File: src/rtl/join_result_unpacker.sv
// join_result_unpacker: receive end of the join engine's packed result stream.
// Accepts wide beats of NUM_SLOTS result slots, marked valid by byte-keep
// groups, and replays the kept slots one tuple per cycle, lowest slot first.
// The final slot of a beat can hand off to the next beat in the same cycle,
// so back-to-back beats drain without a bubble.
module join_result_unpacker #(
    parameter int SLOT_W    = 128,
    parameter int NUM_SLOTS = 8,
    parameter int CNT_W     = 32
) (
    input  logic                          clk,
    input  logic                          rst,
    input  logic [SLOT_W*NUM_SLOTS-1:0]   in_data,
    input  logic [SLOT_W*NUM_SLOTS/8-1:0] in_keep,
    input  logic                          in_valid,
    input  logic                          in_last,
    output logic                          in_ready,
    output logic [SLOT_W-1:0]             out_tuple,
    output logic [2:0]                    out_slot,
    output logic                          out_valid,
    input  logic                          out_ready,
    output logic                          out_last,
    output logic                          done,
    output logic [CNT_W-1:0]              tuple_count,
    output logic                          keep_error
);

    // Slot index width is tied to NUM_SLOTS = 8 for this revision.
    localparam int IDX_W = 3;
    localparam int GRP_W = SLOT_W / 8;

    typedef enum logic {
        IDLE  = 1'b0,
        DRAIN = 1'b1
    } state_t;

    state_t                        state_q, state_d;
    logic [SLOT_W*NUM_SLOTS-1:0]   data_q;
    logic [NUM_SLOTS-1:0]          mask_q, mask_d;
    logic                          last_q;
    logic                          done_q, done_d;
    logic [CNT_W-1:0]              count_q;
    logic                          keep_error_q;

    logic [NUM_SLOTS-1:0]          in_mask;
    logic                          in_partial;
    logic [IDX_W-1:0]              cur_slot;
    logic [NUM_SLOTS-1:0]          cur_onehot;
    logic                          one_left;
    logic                          in_acc;
    logic                          out_hs;
    logic                          load;

    // Reduce each keep group to a slot-valid bit and flag mixed groups.
    always_comb begin
        in_mask    = '0;
        in_partial = 1'b0;
        for (int k = 0; k < NUM_SLOTS; k++) begin
            in_mask[k] = |in_keep[k*GRP_W +: GRP_W];
            if (in_mask[k] && !(&in_keep[k*GRP_W +: GRP_W]))
                in_partial = 1'b1;
        end
    end

    // Pick the lowest remaining slot; scanning downward leaves the lowest set bit.
    always_comb begin
        cur_slot = '0;
        for (int i = NUM_SLOTS - 1; i >= 0; i--) begin
            if (mask_q[i])
                cur_slot = IDX_W'(i);
        end
    end

    assign cur_onehot = NUM_SLOTS'(1) << cur_slot;
    assign one_left   = (mask_q != '0) && ((mask_q & (mask_q - NUM_SLOTS'(1))) == '0);

    assign out_valid  = (state_q == DRAIN);
    assign out_slot   = out_valid ? cur_slot : '0;
    assign out_tuple  = out_valid ? data_q[cur_slot*SLOT_W +: SLOT_W] : '0;
    assign out_last   = out_valid & last_q & one_left;
    assign out_hs     = out_valid & out_ready;

    // The last slot of a beat frees the holding register in the cycle it leaves.
    assign in_ready   = (state_q == IDLE) | (out_valid & one_left & out_ready);
    assign in_acc     = in_valid & in_ready;

    assign done        = done_q;
    assign tuple_count = count_q;
    assign keep_error  = keep_error_q;

    // Next-state: drain the mask on handshakes; an accepted beat overrides.
    always_comb begin
        state_d = state_q;
        mask_d  = mask_q;
        done_d  = done_q;
        load    = 1'b0;
        if (out_hs) begin
            mask_d = mask_q & ~cur_onehot;
            if (out_last)
                done_d = 1'b1;
            if (one_left)
                state_d = IDLE;
        end
        if (in_acc) begin
            done_d = (in_mask == '0) && in_last;
            if (in_mask != '0) begin
                load    = 1'b1;
                mask_d  = in_mask;
                state_d = DRAIN;
            end else begin
                state_d = IDLE;
            end
        end
    end

    // Control state: FSM, slot mask, stream flags and counters.
    always_ff @(posedge clk or posedge rst) begin
        if (rst) begin
            state_q      <= IDLE;
            mask_q       <= '0;
            last_q       <= 1'b0;
            done_q       <= 1'b0;
            count_q      <= '0;
            keep_error_q <= 1'b0;
        end else begin
            state_q <= state_d;
            mask_q  <= mask_d;
            done_q  <= done_d;
            if (load)
                last_q <= in_last;
            if (out_hs && (count_q != '1))
                count_q <= count_q + CNT_W'(1);
            if (in_acc && in_partial)
                keep_error_q <= 1'b1;
        end
    end

    // Beat payload; only meaningful while the mask is nonzero, so no reset.
    always_ff @(posedge clk) begin
        if (load)
            data_q <= in_data;
    end

endmodule

File: config.mk
export PLATFORM = sky130hd
export DESIGN_NAME = join_result_unpacker
export DESIGN_NICKNAME = d
export VERILOG_FILES = /design/src/rtl/join_result_unpacker.sv
export SDC_FILE = /design/constraint.sdc
export NUM_CORES = 1
export LEC_CHECK = 0
export ABC_AREA = 1
export ABC_CLOCK_PERIOD_IN_PS = 23000
export CAP_MARGIN = 15
export CORE_AREA = 8 8 504 506
export CTS_CLUSTER_SIZE = 10
export DETAILED_ROUTE_END_ITERATION = 7
export DIE_AREA = 0 0 512 514
export PLACE_DENSITY_LB_ADDON = 0.15
export SETUP_SLACK_MARGIN = 0.5
export SLEW_MARGIN = 25
export SYNTH_ARGS = -nofsm -noshare
export SYNTH_HDL_FRONTEND = slang
export SYNTH_SLANG_ARGS = --single-unit
File: constraint.sdc
create_clock -name clk -period 23 [get_ports clk]
set_input_delay 4.6 -clock clk [delete_from_list [all_inputs] [get_ports clk]]
set_output_delay 4.6 -clock clk [all_outputs]
set_load 0.005 [all_outputs]
-- Yosys cells after proc, flatten, opt, wreduce, memory -nomap -nowiden
Cells that the tools add are included.
- $add $sub $neg: 2
- equal/unequal tests: 1
- shifts and indexed selects: 2
- muxes and demuxes: 29
- bitwise gates (word level): 11
- reductions and logical operators: 45
- operator list (operator ; count):
    $shiftx 1024x11->128 ; 1
    $mux 128 ; 1
    $reduce_and 16->1 ; 8
    $reduce_or 16->1 ; 8
    $add 32x1->32 const B ; 1
    $ne 32x32->1 const B ; 1
    $mux 3 ; 9
    $mux 8 ; 3
    $and 8x8->8 ; 2
    $logic_not 8->1 ; 2
    $mux 1 ; 16
    $reduce_bool 8->1 ; 2
    $logic_and 1x1->1 ; 12
    $logic_not 1->1 ; 8
    $not 8->8 ; 1
    $shl 1x3->8 const A ; 1
    $sub 8x1->8 const B ; 1
    $and 1x1->1 ; 6
    $reduce_bool 2->1 ; 3
    $reduce_and 2->1 ; 2
    $not 1->1 ; 1
    $or 1x1->1 ; 1
- bits in registers: 1068
- input bits: 1157
- word-level logic and storage cells: 97

-- Longest topological paths before layout
- word-level depth: 14
- depth in mapped cells: 14
- gate-level depth less buffers: 12

-- Worst setup path before layout
OpenSTA, ideal clock, no wires.
- path kind: in2reg
- start point: in out_ready
- end point: reg mask_q[0]
- library setup time: 0.758 ns
- arrival: 20.067 ns
- required time: 22.242 ns
- setup slack: 2.175 ns
- stages: 5
- buffers on the path: 0
- path through: nand3_1 > nand2_1 > nand2_1 > nor2_4 > o21ai_0
- longest elaborated chain between the ends: 4
- elaborated cells on any way between the ends: 7
- those cells by class: mux (3); bitwise (4)
- ends and longest elaborated chain (what ; line ; text):
    start: declaration ; 21 ; input logic out_ready,
    $and 1x1->1 ; 84 ; assign in_ready = (state_q == IDLE) | (out_valid & one_left & out_ready);
    $or 1x1->1 ; 84 ;
    named net in_ready ; 17 ; output logic in_ready,
    $and 1x1->1 ; 85 ; assign in_acc = in_valid & in_ready;
    $mux 8 ; 104 ; if (in_acc) begin
    named net mask_d[0] ; 39 ; logic [NUM_SLOTS-1:0] mask_q, mask_d;
    end signal: assignment ; 127 ; mask_q <= mask_d;
    end: declaration ; 39 ;
The timed path passes the listed nets, and every way through them passes these cells.
A chain may end at the register's enable or synchronous reset.

-- Worst setup path after layout
- start point: reg mask_q[0]
- end point: out out_tuple[98]
- longest elaborated chain between the ends: 3
- ends and longest elaborated chain (what ; line ; text):
    $mux 3 ; 69 ; if (mask_q[i])
    $shiftx 1024x11->128 ; 79 ; assign out_tuple = out_valid ? data_q[cur_slot*SLOT_W +: SLOT_W] : '0;
    $mux 128 ; 79 ;
    end: declaration ; 18 ; output logic [SLOT_W-1:0] out_tuple,
No other way between the ends.

==> key figures <==
Setup path
  • CP cell instances: inv_8 > nand2_1 > a21oi_4 > buf_4 > buf_4 > buf_4 > buf_4 > nand3b_1 > nand2_1 > inv_1 > nand3_1 > nand2_1 > nand2_1 > inv_1 > clkdlybuf4s50_1
  • FF-to-FF setup slack: ~17 ns
  • CP Capture Type: output port
  • CP Data Required Time: roughly 18 ns
  • CP bufs+invs: 8
  • Worst path slowest cell: buf_4
  • Slowest stage delay, CP: a little under 0.8 ns
  • Register-to-Register Path Depth: 13
  • FF-to-FF Start: mask_q[2]
  • WS Path Type: register to output port
  • CP Depth: 15
  • Crit path max fanout: around 80
  • Critical path startpoint category: register
  • Delay-heaviest family, CP: buffers and inverters
  • Worst flop-to-flop path endpoint: data_q[845]
  • CP arrival: around 6.4 ns

Die
  • I/O pin cnt: about 1300
  • Row cnt: 183
  • Core Area: roughly 0.25 sq mm
  • Die Height: approximately 510 microns
  • Initial Util: between 20% and 30%
  • Die width: slightly above 500 microns
  • Die Area: roughly 0.26 sq mm

Hold path
  • Hold crit path type: register to register
  • WHS Endpoint: last_q
  • Hold path startpoint: last_q
  • Worst Hold Depth: 2

Synth
  • Most used DFF post-synth: edfxtp_1
  • Post-synthesis average cell area: 10.5 sq um
  • Post-synth ARST share: roughly 4.1%
  • Post-Syn Nets: between 5000 and 6000
  • Synth Cell Area: around 0.049 sq mm
  • Proportion of synthesized chip area in sequential cells: 64.4%
  • Count of cell types in the netlist: 31
  • Synth warn: 0
  • EDFF count, synth: slightly above 1000
  • Synth Instances: 4720
  • Synthesized flop and latch total: 1068

Clock network
  • Hold Buf Count CTS: 0
  • Longest Clk Path Bufs: 3
  • Post-cts sizing count: 0
  • TritonCTS Sinks: 1068
  • Htree depth: 4
  • Post-CTS Setup Bufs: 0
  • Clk_lat worst skew: 0.80 ns
  • Clk root buf: clkbuf_16
  • CTS tree: yes
  • Worst-path clk slew: 0.06 ns
  • TritonCTS Buffers: between 100 and 150

Pwr
  • Clk network pwr share: between 20% and 30%
  • Switching pwr: around 4.7 mW
  • Int Pwr: approximately 5.4 mW
  • Pwr dens: between 100 and 150 mW/mm^2
  • Net Sw Frac: 46.6%
  • Leak: between 20 and 30 nW
  • Max rail drop VDD: about 190 uV
  • Seq pwr share: 26.2%
  • Combinational Power Share: approximately 53%

Routing
  • Vias per inst: roughly 4.4
  • Avg WL per Cell: around 28 microns
  • Final wirelength: 257000 microns
  • Final ANT Viol Nets: 0
  • Number of DRC markers in iteration 0: roughly 3100
  • Vias post-DR: slightly above 40000
  • Residual DRC: 0
  • TritonRoute pass-1 iters: 5

Final layout
  • Area growth syn-to-layout: 42.2%
  • Multi-input gate area: between 0.01 and 0.015 sq mm
  • Fillers: about 26000
  • Register area: about 0.032 sq mm
  • # nets final: 7089
  • Ratio of cells with drive above 1 in the final layout: 4.33%

Placed design
  • Detailed Place HPWL: 186000 microns
  • Gp weighted congestion: 0.869
  • Port bufs: between 1000 and 1500

Timing
  • Max frequency: roughly 0.091 GHz
  • Setup Viol. Count Final: 0
  • Pins Over Slew Limit: 0
  • Period minus WS final: between 10 and 15 ns
  • Final hold vios: 0
  • Sum Neg Setup Slack: 0 ns
  • RSZ-0062 raised after global routing: false
  • Relative slew slack: 26.4%
  • Final period util: a little under half
  • Final hold slack: roughly 0.48 ns
  • Worst Max-Slew Pin Slew: about 1.1 ns
  • Layout Skew: between 0.04 and 0.05 ns

Global route
  • First-pass GRT wire length: 346000 microns
  • Initial antenna violation count: 181
  • Largest net degree at the start of global routing: around 190
  • Gr usage total: between 10% and 20%
  • Vias in the first global route: between 40000 and 50000
  • Remaining global-route overflow: 0

Status
  • Status: finished, final reports clean

Job
  • Total of max-cap violations: 0
[per-stage QoR]
step	setup slack (ns)	total power [mW]	instances	instance area (sq um)	utilization (%)
2_1_floorplan	2.17	5.64	4720	49400	-
3_3_place_gp	12.37	8.21	9023	65700	26.7
3_5_place_dp	12.35	8.20	9024	65800	26.7
4_1_cts	11.65	10.4	9267	70100	28.4
5_1_grt	11.51	10.8	9300	70200	28.5
6_report	11.98	10.2	9328	70300	28.5
[layer usage]
layer  wire [microns]  track usage, %
met5              655               0
met4             6790            5.46
met3            20900            6.49
met2           123000            31.1
met1           106000            22.6
[logic make-up after synthesis]
family,count (synthesis),share of synthesized area (%)
and+or+nand+nor,2459,25.2
adders and majority gates,1,0.0253
AOI/OAI and AO/OA,37,0.425
DFF,1068,64.4
xor gates and xnor gates,28,0.496
buffers and inverters,1127,9.39
[power groups by stage]
stage	registers (mW)	clock network [mW]	logic (mW)
final	2.67	2.13	5.37
after global placement	2.71	0	5.50
after CTS	2.67	2.22	5.51
after global routing	2.70	2.28	5.85
after floorplan	2.92	0	2.72
after detailed placement	2.71	0	5.49
[area by class of cell]
| cell class | count | area share [%] |
|---|---|---|
| diodes | 60 | 0.214 |
| clock buffers | 184 | 5.40 |
| clock inverters | 59 | 0.769 |
| inverters | 813 | 4.40 |
| multi-input cells | 2525 | 18.5 |
| flip-flops and latches | 1068 | 45.3 |
| well taps | 3237 | 5.76 |
| repair buffers | 1382 | 19.6 |
[registers in the layout, indices dropped and copies added (netlist names)]
| register | cells |
|---|---|
| keep_error | 1 |
| data_q | 1024 |
| done | 1 |
| out_valid | 1 |
| mask_q | 8 |
| tuple_count | 32 |
| last_q | 1 |
[worst reg2reg max path, delay by kind of cell, from the launching register on]
kind | cells | cell delay (ns)
AO/OA/AOI/OAI | 1 | 0.23
flip-flops | 1 | 0.49
buffers and inverters | 5 | 3.22
AND/OR/NAND/NOR | 7 | 1.45
[cells in the mapped netlist, types with 2 or more instances]
library cell / number / share of area, %
inv_1: 808 / 6.1
nand2_1: 828 / 6.3
nand2_2: 4 / 0.051
nor2_1: 393 / 3.0
nor3_1: 19 / 0.19
nand3b_1: 384 / 5.8
nor2_4: 4 / 0.091
a21oi_2: 3 / 0.053
nand4_1: 553 / 7.0
clkbuf_1: 81 / 0.61
buf_4: 24 / 0.36
xor2_1: 22 / 0.39
xnor2_1: 6 / 0.11
o21ai_0: 26 / 0.26
inv_2: 4 / 0.030
dfrtp_1: 44 / 2.2
o21ai_1: 6 / 0.061
nor4_1: 2 / 0.025
buf_1: 17 / 0.13
buf_6: 13 / 0.30
edfxtp_1: 1024 / 62
nor2_2: 2 / 0.025
buf_2: 179 / 1.8
nand3_1: 267 / 2.7
[cells in the final DEF (no fill, tap or decap), drive strengths merged]
cell type and count:
clkdlybuf4s50 1324, edfxtp 1024, nand2 832, inv 814, nand4 553, nor2 399, nand3b 384, nand3 268
clkbuf 184, diode 60, buf 58, clkinv 53, dfrtp 44, o21ai 32, xor2 22, nor3 19
xnor2 6, a21oi 4, bufinv 3, nor4 2, clkinvlp 2, and2 1, nor3b 1, o21bai 1
ha 1
[how the worst max path moves through the flow]
| stage | start | endpoint | slack [ns] |
|---|---|---|---|
| floorplan | out_ready | mask_q[0] | 2.17 |
| global placement | out_ready | in_ready | 12.37 |
| detailed placement | out_ready | in_ready | 12.35 |
| CTS | mask_q[5] | out_tuple[104] | 11.65 |
| global route | mask_q[0] | out_tuple[46] | 11.51 |
| finish | mask_q[0] | out_tuple[98] | 11.98 |
Power figures use the tool's default switching activity.
